$ cat src/rtl/ctrl_decode_pipe.sv
// Main control unit: RV32I (+ optional M) decode registered into the ID/EX stage,
// with load-use hazard detection, multi-cycle MUL/DIV occupancy of EX and branch flush.
module ctrl_decode_pipe #(
  parameter bit          EN_MEXT    = 1'b1,
  parameter int unsigned MUL_CYCLES = 1,
  parameter int unsigned DIV_CYCLES = 33
) (
  input  logic        clk,
  input  logic        rst_n,
  input  logic        id_valid,
  input  logic [31:0] id_inst,
  input  logic        flush,
  output logic        stall_id,
  output logic        ex_valid,
  output logic [2:0]  ex_imm_type,
  output logic [2:0]  ex_alu_op,
  output logic        ex_pc_to_reg_src,
  output logic        ex_rd_src,
  output logic        ex_alu_src,
  output logic        ex_mem_to_reg,
  output logic        ex_mem_write,
  output logic        ex_mem_read,
  output logic        ex_reg_write,
  output logic [1:0]  ex_branch,
  output logic [4:0]  ex_rd,
  output logic        ex_illegal,
  output logic        md_busy
);

  localparam logic [6:0] OpcOp     = 7'b0110011;
  localparam logic [6:0] OpcLoad   = 7'b0000011;
  localparam logic [6:0] OpcOpImm  = 7'b0010011;
  localparam logic [6:0] OpcJalr   = 7'b1100111;
  localparam logic [6:0] OpcStore  = 7'b0100011;
  localparam logic [6:0] OpcBranch = 7'b1100011;
  localparam logic [6:0] OpcAuipc  = 7'b0010111;
  localparam logic [6:0] OpcLui    = 7'b0110111;
  localparam logic [6:0] OpcJal    = 7'b1101111;
  localparam logic [6:0] F7Mext    = 7'b0000001;

  localparam logic [2:0] AluR = 3'd0, AluI = 3'd1, AluAdd = 3'd2, AluJalr = 3'd3;
  localparam logic [2:0] AluB = 3'd4, AluLui = 3'd5, AluMd = 3'd6;

  // Counter preload is N-1: the load edge itself accounts for the first EX cycle.
  localparam logic [5:0] MulLoad = 6'(MUL_CYCLES - 1);
  localparam logic [5:0] DivLoad = 6'(DIV_CYCLES - 1);

  typedef enum logic [0:0] {StRun, StMdWait} state_e;

  typedef struct packed {
    logic       valid;
    logic [2:0] imm_type;
    logic [2:0] alu_op;
    logic       pc_to_reg_src;
    logic       rd_src;
    logic       alu_src;
    logic       mem_to_reg;
    logic       mem_write;
    logic       mem_read;
    logic       reg_write;
    logic [1:0] branch;
    logic [4:0] rd;
    logic       illegal;
  } bundle_t;

  state_e     state_q, state_d;
  logic [5:0] cnt_q, cnt_d;
  bundle_t    ex_q, ex_d;

  logic [6:0] opcode;
  logic [6:0] funct7;
  logic [4:0] rs1, rs2;
  logic       unused_funct3;
  bundle_t    dec;
  logic       dec_md;
  logic       use_rs1, use_rs2;
  logic       hazard;
  logic [5:0] md_load;

  assign opcode        = id_inst[6:0];
  assign funct7        = id_inst[31:25];
  assign rs1           = id_inst[19:15];
  assign rs2           = id_inst[24:20];
  assign unused_funct3 = ^id_inst[13:12];

  // Decode the ID instruction into the EX control bundle.
  always_comb begin
    dec       = '0;
    dec.valid = 1'b1;
    dec_md    = 1'b0;
    case (opcode)
      OpcOp: begin
        if (funct7 == F7Mext && !EN_MEXT) begin
          dec.illegal = 1'b1;
        end else begin
          dec_md        = (funct7 == F7Mext);
          dec.alu_op    = dec_md ? AluMd : AluR;
          dec.alu_src   = 1'b1;
          dec.reg_write = 1'b1;
        end
      end
      OpcLoad: begin
        dec.alu_op     = AluAdd;
        dec.mem_read   = 1'b1;
        dec.mem_to_reg = 1'b1;
        dec.reg_write  = 1'b1;
      end
      OpcOpImm: begin
        dec.alu_op    = AluI;
        dec.reg_write = 1'b1;
      end
      OpcJalr: begin
        dec.alu_op    = AluJalr;
        dec.rd_src    = 1'b1;
        dec.reg_write = 1'b1;
        dec.branch    = 2'd2;
      end
      OpcStore: begin
        dec.imm_type  = 3'd1;
        dec.alu_op    = AluAdd;
        dec.mem_write = 1'b1;
      end
      OpcBranch: begin
        dec.imm_type = 3'd2;
        dec.alu_op   = AluB;
        dec.alu_src  = 1'b1;
        dec.branch   = 2'd1;
      end
      OpcAuipc: begin
        dec.imm_type      = 3'd3;
        dec.alu_op        = AluAdd;
        dec.pc_to_reg_src = 1'b1;
        dec.alu_src       = 1'b1;
        dec.rd_src        = 1'b1;
        dec.reg_write     = 1'b1;
      end
      OpcLui: begin
        dec.imm_type  = 3'd3;
        dec.alu_op    = AluLui;
        dec.reg_write = 1'b1;
      end
      OpcJal: begin
        dec.imm_type  = 3'd4;
        dec.alu_op    = AluAdd;
        dec.rd_src    = 1'b1;
        dec.reg_write = 1'b1;
        dec.branch    = 2'd3;
      end
      default: dec.illegal = 1'b1;
    endcase
    if (dec.illegal) dec.alu_op = AluAdd;
    // Only writers carry a destination, so non-writers never match a hazard.
    if (dec.reg_write) dec.rd = id_inst[11:7];
  end

  // Source-register usage and load-use hazard against the EX instruction.
  always_comb begin
    use_rs1 = !(opcode == OpcLui || opcode == OpcAuipc || opcode == OpcJal);
    use_rs2 = (opcode == OpcOp || opcode == OpcStore || opcode == OpcBranch);
    hazard  = ex_q.valid && ex_q.mem_read && (ex_q.rd != 5'd0) && id_valid &&
              ((use_rs1 && rs1 == ex_q.rd) || (use_rs2 && rs2 == ex_q.rd));
    md_load = id_inst[14] ? DivLoad : MulLoad;
  end

  // Next state: flush > MD hold > hazard bubble > decode > bubble.
  always_comb begin
    state_d = state_q;
    cnt_d   = cnt_q;
    ex_d    = ex_q;
    if (flush) begin
      ex_d    = '0;
      state_d = StRun;
      cnt_d   = '0;
    end else if (state_q == StMdWait) begin
      cnt_d = cnt_q - 6'd1;
      if (cnt_q == 6'd1) state_d = StRun;
    end else if (hazard) begin
      ex_d = '0;
    end else if (id_valid) begin
      ex_d = dec;
      if (dec_md) begin
        cnt_d = md_load;
        if (md_load != 6'd0) state_d = StMdWait;
      end
    end else begin
      ex_d = '0;
    end
  end

  // Outputs: stall and busy flags.
  always_comb begin
    md_busy  = (state_q == StMdWait);
    stall_id = ((state_q == StMdWait) && !flush) || ((state_q == StRun) && hazard && !flush);
  end

  // State, counter and ID/EX register.
  always_ff @(posedge clk or negedge rst_n) begin
    if (!rst_n) begin
      state_q <= StRun;
      cnt_q   <= '0;
      ex_q    <= '0;
    end else begin
      state_q <= state_d;
      cnt_q   <= cnt_d;
      ex_q    <= ex_d;
    end
  end

  assign ex_valid         = ex_q.valid;
  assign ex_imm_type      = ex_q.imm_type;
  assign ex_alu_op        = ex_q.alu_op;
  assign ex_pc_to_reg_src = ex_q.pc_to_reg_src;
  assign ex_rd_src        = ex_q.rd_src;
  assign ex_alu_src       = ex_q.alu_src;
  assign ex_mem_to_reg    = ex_q.mem_to_reg;
  assign ex_mem_write     = ex_q.mem_write;
  assign ex_mem_read      = ex_q.mem_read;
  assign ex_reg_write     = ex_q.reg_write;
  assign ex_branch        = ex_q.branch;
  assign ex_rd            = ex_q.rd;
  assign ex_illegal       = ex_q.illegal;

endmodule

$ cat config.mk
export PLATFORM = sky130hd
export DESIGN_NAME = ctrl_decode_pipe
export DESIGN_NICKNAME = d
export VERILOG_FILES = /design/src/rtl/ctrl_decode_pipe.sv
export SDC_FILE = /design/constraint.sdc
export NUM_CORES = 1
export LEC_CHECK = 0
export CAP_MARGIN = 20
export CELL_PAD_IN_SITES_DETAIL_PLACEMENT = 0
export CELL_PAD_IN_SITES_GLOBAL_PLACEMENT = 2
export CORE_MARGIN = 2
export CORE_UTILIZATION = 26
export CTS_CLUSTER_DIAMETER = 50
export CTS_CLUSTER_SIZE = 10
export DETAILED_ROUTE_END_ITERATION = 12
export PLACE_DENSITY_LB_ADDON = 0.12
export SYNTH_ARGS = -nofsm -noshare
export SYNTH_HDL_FRONTEND = slang
export SYNTH_SLANG_ARGS = --single-unit
$ cat constraint.sdc
create_clock -name clk -period 2.65 [get_ports clk]
set_input_delay 0.265 -clock clk [delete_from_list [all_inputs] [get_ports clk]]
set_output_delay 0.265 -clock clk [all_outputs]
set_load 0.01 [all_outputs]
==> reports/results.md <==
| Parameter | Reported | Unit |
|:---|:---|:---|
| Outcome | complete, no violations | - |
| Cell count after placement | 305 | - |
| IO Pins | 60 | - |
| Post-DP HPWL | 3820 | um |
| CTS Hold Bufs | 0 | - |
| Count of buffers added by post-CTS timing repair for setup | 0 | - |
| CP Data Arrival Time | 2280 | ps |
| Max-Cap Viols | 0 | - |
| Clock-pin slew on the worst setup and hold paths | 100 | ps |
| Root Driver | clkbuf_8 | - |
| Pin count of the biggest net entering global routing | 29 | - |
| Cell area after synthesis | 0.00163 | sq mm |
| Die Span Y | 83.1 | um |
| Leading cell types by total area after synthesis | dfrtp_1, a22o_1, xnor2_1, nand2_1, nor2_1 | - |
| Clock tree from TritonCTS | built | - |
| Element type at the critical path start | flop | - |
| Number of buffers added by the clock tree synthesis step | 3 | - |
| Count of instances resized after the clock tree is built | 0 | - |
| Count of distinct cell types in the synthesized netlist | 41 | - |
| Final count of hold timing violations | 0 | - |
| Critical-path cell list | or4_1, o21ai_2, nor4_2, nor3_1, nor2_1, clkdlybuf4s50_1 | - |
| GP Congestion | 0.762 | - |
| Avg WL per Cell | 15.2 | um |
| Number of search-and-repair iterations in the first detailed-routing pass | 4 | - |
| Fin crit share | 0.960 | - |
| Antenna violation net count after detailed routing | 0 | - |
| Warning count from the yosys run | 0 | - |
| Flip-flop count of the largest register, all copies and words added | 6 | - |
| Clk sink count | 28 | - |
| Unrepaired setup endpoints after global routing | no | - |
| Non-filler cells, final | 308 | - |
| Number of vias per cell | 4.96 | - |
| EDFF count, synth | 0 | - |
| Required time worst endpoint | 2380 | ps |
| Fraction of final layout cells sized beyond drive strength 1 | 0.120 | - |
| PwrDens | 337 | mW/mm^2 |
| Register with the most flip-flops | cnt_q | - |
| Core Footprint | 0.00599 | sq mm |
| Number of vias in the routed layout | 1527 | - |
| Starting density of the core | 0.271 | - |
| Initial drt markers | 53 | - |
| Classification of the worst setup path | reg -> out | - |
| Utilization after layout | 0.399 | - |
| Commonest register cell after synthesis | dfrtp_1 | - |
| Initial antenna violation count | 0 | - |
| GRT Residual Overflow | 0 | - |
| Number of H-tree levels | 1 | - |
| Die width | 83.1 | um |
| Worst-case clock buffer depth | 2 | - |
| Yosys top cell area share | 0.431 | - |
| Post-synth ARST share | 1.00 | - |
| Via count of the first global-routing pass | 1543 | - |
| Sum Neg Setup Slack | 0 | ps |
| Final setup vio count | 0 | - |
| Final setup skew | 9.77 | ps |
| Worst slew margin relative to its limit | 0.725 | - |
| Overall routing resource usage | 0.136 | - |
| Post-synthesis cell count | 169 | - |
| First-pass GRT wire length | 7740 | um |
| Avg Inst Size Synth | 9.62 | sq um |
| Biggest cell delay along the critical path | 580 | ps |
| Final-stage net count | 273 | - |
| Total detailed-routing wirelength | 4690 | um |
| Worst-Skew Late Latency | 270 | ps |
| Overall die area | 0.00690 | sq mm |
| P_leak | 1.02 | nW |
| Portion of the post-synthesis area used by sequential elements | 0.431 | - |
| Number of I/O port buffers | 57 | - |
| Inserted Diodes | 0 | - |
| Synthesis-to-finish area growth | 47.0 | % |
| Post-layout min period | 2540 | ps |
| Number of synthesized register bits | 28 | - |
| Maximum net fanout on the critical path | 5 | - |
| Crit-path slowest cell | or4_1 | - |
| Synth area leader | dfrtp_1 | - |
| DRC errors left | 0 | - |
| Hold Crit Class | in -> async | - |
| Top-count cell post-synth | dfrtp_1 | - |
| Actual slew at the worst max-slew pin | 409 | ps |
| Post-Syn Nets | 207 | - |
| Kind of capture point of the worst setup path | output port | - |
| Peak supply drop | 0.000175 | V |
| Commonest cells post-synth | dfrtp_1, nand2_1, a22o_1 | - |
| Count of pins over their slew limit | 0 | - |
| Total power consumption of the routed design | 0.805 | mW |
| FMAX | 393 | MHz |
| Number of rows in the core area | 28 | - |
==> cells in the final DEF (no fill, tap or decap), types with 5 or more instances in the layout <==
cell             synthesis  routed
nor2_1                  13      13
clkdlybuf4s50_1          0      57
a22o_1                  15      15
xnor2_1                 12      12
nand3_1                  7       7
o21ai_0                  7       7
nor3_1                   5       5
buf_4                    1      13
dfrtp_1                 28      26
nand2_1                 20      20
==> through the flow <==
step | setup slack, ps | area [sq um] | hold slack (ps)
global placement | 114 | 2350 | 452
floorplan | 666 | 1630 | -30.6
finish | 107 | 2390 | 368
detailed placement | 102 | 2350 | 463
CTS | 55.3 | 2390 | 385
global route | 12.9 | 2390 | 407
==> worst max-delay path, delay by kind of cell (launching register included) <==
| family | cells | cell delay, ps |
|---|---|---|
| and+or+nand+nor | 4 | 900 |
| DFF | 1 | 450 |
| AOI/OAI and AO/OA | 1 | 180 |
| buffers and inverters | 1 | 480 |
==> metal layers <==
| metal | GRT usage | up-vias | wire length, um |
|---|---|---|---|
| met5 | 0 | - | 0 |
| met4 | 0.0224 | 0 | 15 |
| met3 | 0.0209 | 2 | 246 |
| met2 | 0.233 | 54 | 2300 |
| met1 | 0.184 | 726 | 2120 |
| li1 | - | 745 | - |
==> worst paths after layout <==
path,startpoint,endpoint,slack (ps),cells after the start
min in group clk,ex_alu_op[1],ex_alu_op[1],490,2
worst min-delay path,rst_n,ex_imm_type[0],370,2
worst max register to register,ex_rd[1],ex_rd[1],310,7
worst max-delay path,ex_rd[1],stall_id,110,6
max in group asynchronous,rst_n,ex_rd[1],1960,2
worst min register to register,ex_alu_op[1],ex_alu_op[1],490,2
==> logic make-up (layout without fill, tap and decap cells) <==
kind of cell,Yosys count,count (layout),synth area share
and+or+nand+nor,72,72,0.252
AOI/OAI and AO/OA,39,39,0.183
DFF,28,28,0.431
xor gates and xnor gates,13,13,0.0701
buffers and inverters,13,77,0.0346
adders and majority gates,2,2,0.0154
muxes,2,2,0.0139
==> cell type report <==
class / instances / area (sq um)
multi-input combinational: 128 / 868
fill: 596 / 3600
sequential: 28 / 703
timing repair buffer: 70 / 668
tap: 75 / 93.8
inverter: 4 / 15.0
clock buffer: 3 / 41.3
==> power by group <==
group | switching, mW | internal (mW) | total [mW]
Clock | 0.132 | 0.102 | 0.234
Sequential | 0.00309 | 0.431 | 0.434
Combinational | 0.0593 | 0.0781 | 0.137
No activity file was read; power rests on OpenSTA's default activity.
==> RTL change: new RTL, same flow settings <==
The parameter `EN_MEXT` goes from 1'b1 to 1'b0.
--- a/src/rtl/ctrl_decode_pipe.sv
+++ b/src/rtl/ctrl_decode_pipe.sv
@@ -3,3 +3,3 @@
 module ctrl_decode_pipe #(
-  parameter bit          EN_MEXT    = 1'b1,
+  parameter bit          EN_MEXT    = 1'b0,
   parameter int unsigned MUL_CYCLES = 1,
Check against the original RTL: not equivalent (Yosys sat finds a counterexample within 4 cycles, from zero or initial values and one cycle with rst_n low).
==> RTL change against the original RTL <==
  * Combinational power decreased by 6%
  * Largest power group unchanged
  * Wire length down 11%
  * Via count decreased by 8.6%
  * Synthesized area fell by 6.5%
  * First-iteration DRC count is 5.7% lower
  * Cell area shrank 2.1%
  * Total power up 3.3%
  * Worst setup slack better by 22 ps
  * Sequential cell count unchanged
  * Non-clock buffer count up 6
  * Critical path depth grew 1
  * Utilization up 2.1 points
  * Clock power is 15% higher
==> RTL change: results (changes against the original RTL) <==
[run_status]
outcome=completed  ; unchanged

[setup_path]
crit_fanout=2  ; was 5
worst_path_max_delay_cell=or4_4  ; was or4_1
r2r_end=ex_mem_write  ; was ex_rd[1]
cp-start-kind=flop  ; unchanged
reg2reg_depth=8  ; was 7
critPathMaxStageDelay_ps=540  ; was 580 ps
rrSetupSlack_ps=230  ; was 310 ps
crit_arrival_ps=2260  ; was 2280 ps

[synthesis]
synth.area.top_cells=dfrtp_1 (46%), xnor2_1 (7.5%), a22o_1 (6.3%)  ; was dfrtp_1 (43%), a22o_1 (8.1%), xnor2_1 (6.5%)
synth-seq-area-share=0.461  ; was 0.431
syn_nets=185  ; was 207
synth_fa_ha_area_frac=0.0165  ; was 0.0154
synth_mux_area_frac=0  ; was 0.0139
async_reset_ff_frac=1.00  ; unchanged
synth_compound_area_frac=0.190  ; was 0.183
ys_top_cells_by_count=dfrtp_1 (28), xnor2_1 (13), a22o_1 (11), nor2_1 (11), nand2_1 (10)  ; was dfrtp_1 (28), nand2_1 (20), a22o_1 (15)
synth-xor-area-share=0.0922  ; was 0.0701

[clock_tree]
htree_levels=1  ; unchanged
path_clk_slew_ps=100  ; about the same

[global_routing]
grt_pass1_vias=1399  ; was 1,543
track_usage=0.135  ; was 0.136
grt_pass1_wl_um=6750  ; was 7740 µm

[finish]
largest_register=cnt_q  ; unchanged
drive_gt1_frac=0.143  ; was 0.120
nets=256  ; was 273
largest_reg_flops=6  ; unchanged
antenna_cells=0  ; unchanged

[routing]
drt-initial-drc-count=50  ; was 53
wl_um=4180  ; was 4690 µm
firstDrtPassIters=4  ; unchanged
viasPerCell=4.83  ; was 4.96

[hold_path]
hold_path_class=input pin to async pin  ; unchanged

[place]
gp_congestion=0.793  ; was 0.762
hpwl_um=3290  ; was 3820 µm
portBuffers=56  ; was 57

[sta]
relSlewSlack=0.578  ; was 0.725
finalClockSkew_ps=6.37  ; was 9.77 ps

[pwr]
leakage_nw=0.965  ; was 1.02 nW
swShare=0.230  ; was 0.241
ir_drop_uv=190  ; was 175 µV

[RTL change: changes by cell type after synthesis, sizes merged, moves of 3 or more]
cell	change
and4b	-3
a22o	-4
a32o	+7
nand2	-10
o21ai	-5
[RTL change: what timing repair did]
item / CTS / global route
buffers inserted: 0 / 1
pin swaps: 1 / 0
hold endpoints to repair: 0 / 0
endpoints found under the setup margin: 8 / 1
resized for setup: 0 / 4
[RTL change: cell type report]
type / count / area, µm²
clock buffer: 4 / 55.1
fill: 557 / 3240
inverter: 3 / 11.3
multi-input combinational: 106 / 766
sequential: 28 / 702
tap: 72 / 90.1
timing repair buffer: 76 / 714
[RTL change: worst max-delay path by stage]
stage / to / slack [ps] / cells past startpoint
2_1_floorplan: ex_branch[1] / 730 / 6
3_3_place_gp: ex_alu_op[0] / -130 / 7
3_5_place_dp: ex_mem_write / -180 / 7
5_1_grt: stall_id / -3 / 8
6_report: stall_id / 130 / 7
4_1_cts: ex_mem_write / 20 / 6
[RTL change: cell families (layout without fill, tap and decap cells)]
logic type | after synthesis | after routing
flops | 28 | 28
fa+ha+maj | 2 | 2
compound gates | 34 | 34
xor+xnor | 16 | 16
simple gates | 54 | 54
buf+inv | 13 | 83
[RTL change: power by group through the flow]
stage | Clock, mW | Sequential (mW) | Combinational (mW)
finish | 0.269 | 0.434 | 0.129
CTS | 0.287 | 0.434 | 0.129
detailed placement | 0 | 0.442 | 0.129
floorplan | 0 | 0.444 | 0.0423
global placement | 0 | 0.442 | 0.127
global route | 0.299 | 0.434 | 0.142
[RTL change: metal layers]
metal | routed length, µm | vias up | global-route usage
met5 | 0 | - | 0
met4 | 20 | 0 | 0.0373
met3 | 216 | 2 | 0.0236
met2 | 2030 | 40 | 0.224
met1 | 1910 | 673 | 0.179
li1 | - | 681 | -
[RTL change: metrics by stage]
step	setup TNS [ps]	hold slack, ps	setup slack [ps]	instance area [µm²]	std cells
6_report	0	359	129	2340	289
5_1_grt	-2.53	395	-2.53	2340	289
4_1_cts	0	364	15.8	2300	287
3_5_place_dp	-2810	487	-176	2250	283
3_3_place_gp	-1920	486	-132	2250	283
2_1_floorplan	0	-30.6	727	1520	147
[RTL change: critical path, delay by kind of cell, from the launching register on]
family	cells	cell delay (ps)
AOI/OAI and AO/OA	2	200
and+or+nand+nor	3	770
buffers and inverters	2	620
DFF	1	390
